<file path="config.mk">
export PLATFORM = sky130hd
export DESIGN_NAME = mod_seq_ctrl
export DESIGN_NICKNAME = d
export VERILOG_FILES = /design/src/rtl/mod_seq_ctrl.sv
export SDC_FILE = /design/constraint.sdc
export NUM_CORES = 1
export LEC_CHECK = 0
export ABC_AREA = 1
export CAP_MARGIN = 20
export CORE_UTILIZATION = 50
export DETAILED_ROUTE_END_ITERATION = 16
export GPL_ROUTABILITY_DRIVEN = 0
export GPL_TIMING_DRIVEN = 0
export PLACE_DENSITY = 0.74
export SLEW_MARGIN = 20
export SYNTH_ARGS = -nofsm -noshare
export SYNTH_HDL_FRONTEND = slang
export SYNTH_SLANG_ARGS = --single-unit
</file>
<file path="constraint.sdc">
create_clock -name CLK -period 5.5 [get_ports CLK]
set_input_delay 1.65 -clock CLK [delete_from_list [all_inputs] [get_ports CLK]]
set_output_delay 1.65 -clock CLK [all_outputs]
set_load 0.1 [all_outputs]
</file>
<file path="src/rtl/mod_seq_ctrl.sv">
// mod_seq_ctrl: bus-mapped sequencer computing X % (X - Y) with a one-bit-per-clock restoring divider
module mod_seq_ctrl #(
  parameter int WIDTH = 16,
  parameter int OUT_W = 32
) (
  input  logic             CLK,
  input  logic             RST,
  input  logic             E,
  input  logic             W,
  input  logic             R,
  input  logic [1:0]       ADDR,
  input  logic [WIDTH-1:0] D,
  output logic [OUT_W-1:0] OUT,
  output logic             BUSY,
  output logic             DONE
);
  localparam int CW = $clog2(WIDTH) + 1;
  typedef enum logic [1:0] {IDLE, DIFF, ITER, FIN} state_t;
  state_t state, state_nx;
  logic [WIDTH-1:0] x, y, div, xs, rem, result, diff, rem_nx;
  logic [WIDTH:0] t;
  logic [CW-1:0] cnt;
  logic [OUT_W-1:0] rdata;
  logic dz, wr, rd, start, clr;
  assign wr = E & W;
  assign rd = E & R;
  assign BUSY = state != IDLE;
  assign start = wr && ADDR == 2'd3 && D[0] && !BUSY;
  assign clr = wr && ADDR == 2'd3 && (D[0] || D[1]) && (start || D[1]);
  assign diff = x - y;
  assign t = {rem, xs[WIDTH-1]};
  assign rem_nx = (t >= {1'b0, div}) ? WIDTH'(t - {1'b0, div}) : t[WIDTH-1:0];
  // read mux sees pre-edge register values, so read-during-write returns the old value
  always_comb
    rdata = ADDR == 2'd0 ? OUT_W'(x) :
            ADDR == 2'd1 ? OUT_W'(y) :
            ADDR == 2'd2 ? OUT_W'(result) : OUT_W'({dz, DONE, BUSY});
  // state register
  always_ff @(posedge CLK)
    if (RST) state <= IDLE;
    else state <= state_nx;
  // next state: a zero divisor skips the iterations
  always_comb begin
    state_nx = state;
    unique case (state)
      IDLE: state_nx = start ? DIFF : IDLE;
      DIFF: state_nx = diff == '0 ? FIN : ITER;
      ITER: state_nx = cnt == CW'(WIDTH - 1) ? FIN : ITER;
      FIN:  state_nx = IDLE;
    endcase
  end
  // bus registers, shift-subtract datapath and sticky flags; completion wins over a same-cycle clear
  always_ff @(posedge CLK)
    if (RST) begin
      x <= '0;
      y <= '0;
      div <= '0;
      xs <= '0;
      rem <= '0;
      result <= '0;
      cnt <= '0;
      OUT <= '0;
      DONE <= 1'b0;
      dz <= 1'b0;
    end else begin
      if (wr && !BUSY && ADDR == 2'd0) x <= D;
      if (wr && !BUSY && ADDR == 2'd1) y <= D;
      if (rd) OUT <= rdata;
      if (clr) begin
        DONE <= 1'b0;
        dz <= 1'b0;
      end
      if (state == DIFF) begin
        div <= diff;
        xs <= x;
        rem <= '0;
        cnt <= '0;
        if (diff == '0) dz <= 1'b1;
      end
      if (state == ITER) begin
        xs <= xs << 1;
        rem <= rem_nx;
        cnt <= cnt + 1'b1;
      end
      if (state == FIN) begin
        result <= dz ? '0 : rem;
        DONE <= 1'b1;
      end
    end
endmodule

</file>
==> metrics.cfg <==
[outcome]
outcome=complete, no violations

[cts]
cts_tree=done
clk-insertion-delay-late_ns=0.43
cts.repair.resized=0
clk_pin_slew_ns=0.06
htree_levels=4
cts_buffers=17
postCtsSetupRepairBufs=0
clock_path_buffers=2
ctsHoldBuffers=0
cts-root-buf=clkbuf_16
clock_sinks=121

[timing]
relSlewSlack_pct=33.86
worst_pin_slew_ns=0.9891
finalClockSkew_ns=0.009592
hold_violations=0
fin_tns_setup_ns=0
finalMaxSlewViolations=0
finalCritPeriodShare_pct=72.47
setup_violations=0
max_freq_ghz=0.2509
min_period_ns=3.986
rsz0062_at_grt=false
fin_ws_ns=1.514

[logic_synthesis]
netlist_instances=1016
synth_compound_area_share_pct=18.54
synth-seq-cells=121
synth_fa_ha_area_share_pct=7.431
asyncSetResetFlopFracSynth_pct=0
synth.top_cell.area_share_pct=34.92
synth_simple_gate_area_share_pct=27.02
synth-edff-count=0
synth-warning-count=0
synthMostInstantiatedCell=nand2_1
seq_area_frac_synth_pct=34.92
synth_top_cells_by_area=dfxtp_1, nand2_1, a21oi_1
ys_top_cells_by_count=nand2_1, dfxtp_1, inv_1
synth.avg_cell_area_um2=6.827
ys_types=49
ys.flop_type=dfxtp_1
synth_area_um2=6937
synth_top_family_by_area=simple AND/OR/NAND/NOR gates
yosysTopAreaCell=dfxtp_1
synthMuxAreaShare_pct=0
synthXorXnorAreaFrac_pct=1.515

[finish]
diodes=0
register_area_um2=2422
drive_gt1_share_pct=6.981
fin_area_um2=8218
multi_input_area_um2=3841
area_growth_pct=18.47
nFillCells=1259
finalNetCount=1153

[floorplan]
start_util_pct=51.76
dieWidth_um=119.8
io_pins=57
die_h_um=119.8
rows=42
die_area_um2=14350
core_area_um2=13400

[routing]
drt_first_pass_iters=5
drc=0
wl_um=19940
ant_nets=0
routed-via-count=6948
wl_per_cell_um=15.59
drtIter0Drc=622
viasPerCell=5.432

[worst_setup_path]
worst_setup_path_start_kind=flip-flop
worst_setup_path_end_kind=output port
required_ns=3.85
crit_path_top_delay_cell=clkdlybuf4s50_1
path_cells=inv_1 > ha_1 > inv_1 > clkdlybuf4s50_1
setup.worst_path.class=reg -> out
worst_path_most_repeated_cell=inv_1
max_stage_delay_ns=1.14
critPathArrivalTime_ns=2.34
path_max_fanout=3

[global_routing]
grt_pass1_wl_um=32220
grt_start_max_net_pins=17
antenna_found_initial=0
overflow=0
track_usage_pct=28.97
grt_pass1_vias=6394

[power_and_ir_drop]
power_density_nw_per_um2=539.6
p_leak_nw=3.705
peakVddDrop_mv=0.3321

[placed_design]
place_area_um2=7614
numPortBuffers=40
pre_cts_ws_ns=1.605
dp_hpwl_um=15410

[min_path]
min_path_type=reg -> reg

[run]
cap_viol_max_count=0

[report_power, final]
part	internal, W	total [W]	switching, W
clock network	0.000685	0.00115	0.000461
logic	0.000781	0.00229	0.00151
registers	0.000947	0.000996	0.0000483
[cells by family (layout without fill, tap and decap cells)]
group                      count (synthesis)  in the layout
adders and majority gates                 40             40
xor gates and xnor gates                  12             12
other                                      1             16
AOI/OAI and AO/OA                        235            235
and+or+nand+nor                          435            435
buffers and inverters                    172            244
DFF                                      121            121
[sequential cells by signal, summed over array words and instances (netlist names)]
name / flops
OUT: 16
div: 16
rem: 16
result: 16
x: 16
xs: 16
y: 16
cnt: 5
state: 2
DONE: 1
dz: 1
[worst max-delay path, delay by kind of cell (launching register included)]
kind | cells | cell delay (ns)
buf+inv | 3 | 1.34
flops | 1 | 0.36
fa+ha+maj | 1 | 0.22
[layout by cell type, fill, tap and decap left out, drive strengths merged, types with 5 or more instances in the layout]
cell type      count
conb              16
buf               26
inv              122
a31oi             26
ha                38
clkinv             7
clkdlybuf4s50     40
a21oi            103
o211ai             5
o21ai             86
nand3             61
nand3b            20
nor3               7
dfxtp            121
clkbuf            47
xnor2              9
nor2              93
nand2            244
[stage by stage]
stage / cells / hold slack, ns / util (%) / total power [W]
4_1_cts: 1279 / 0.4786 / 61.33 / 0.004411
3_3_place_gp: 1247 / 0.4622 / 56.82 / 0.003247
3_5_place_dp: 1247 / 0.4679 / 56.82 / 0.003273
6_report: 1279 / 0.4802 / 61.33 / 0.004434
2_1_floorplan: 1031 / 0.4356 / - / 0.002790
5_1_grt: 1279 / 0.4962 / 61.33 / 0.004739
[path summary, 6_finish.rpt]
path | from | to | slack [ns] | cells past startpoint
setup reg to reg | x[0] | state[0] | 3.15 | 13
setup / recovery | state[0] | BUSY | 1.51 | 4
hold / removal | result[1] | result[1] | 0.48 | 2
hold reg to reg | result[1] | result[1] | 0.48 | 2
[metal layers]
metal / routed length, um / vias up / track usage [%]
li1: - / 3468 / -
met4: 388 / 0 / 9.375
met2: 9278 / 283 / 47.90
met1: 8726 / 3165 / 37.90
met3: 1544 / 32 / 5.466
met5: 0 / - / 0
[final cells by class]
type | instances | share of cell area, %
well taps | 176 | 2.680
clock inverters | 15 | 2.177
clock buffers | 17 | 5.177
flip-flops and latches | 121 | 29.48
repair buffers | 40 | 4.872
plain buffers | 56 | 3.578
inverters | 116 | 5.298
multi-input cells | 738 | 46.74
No activity file was read; power rests on OpenSTA's default activity.
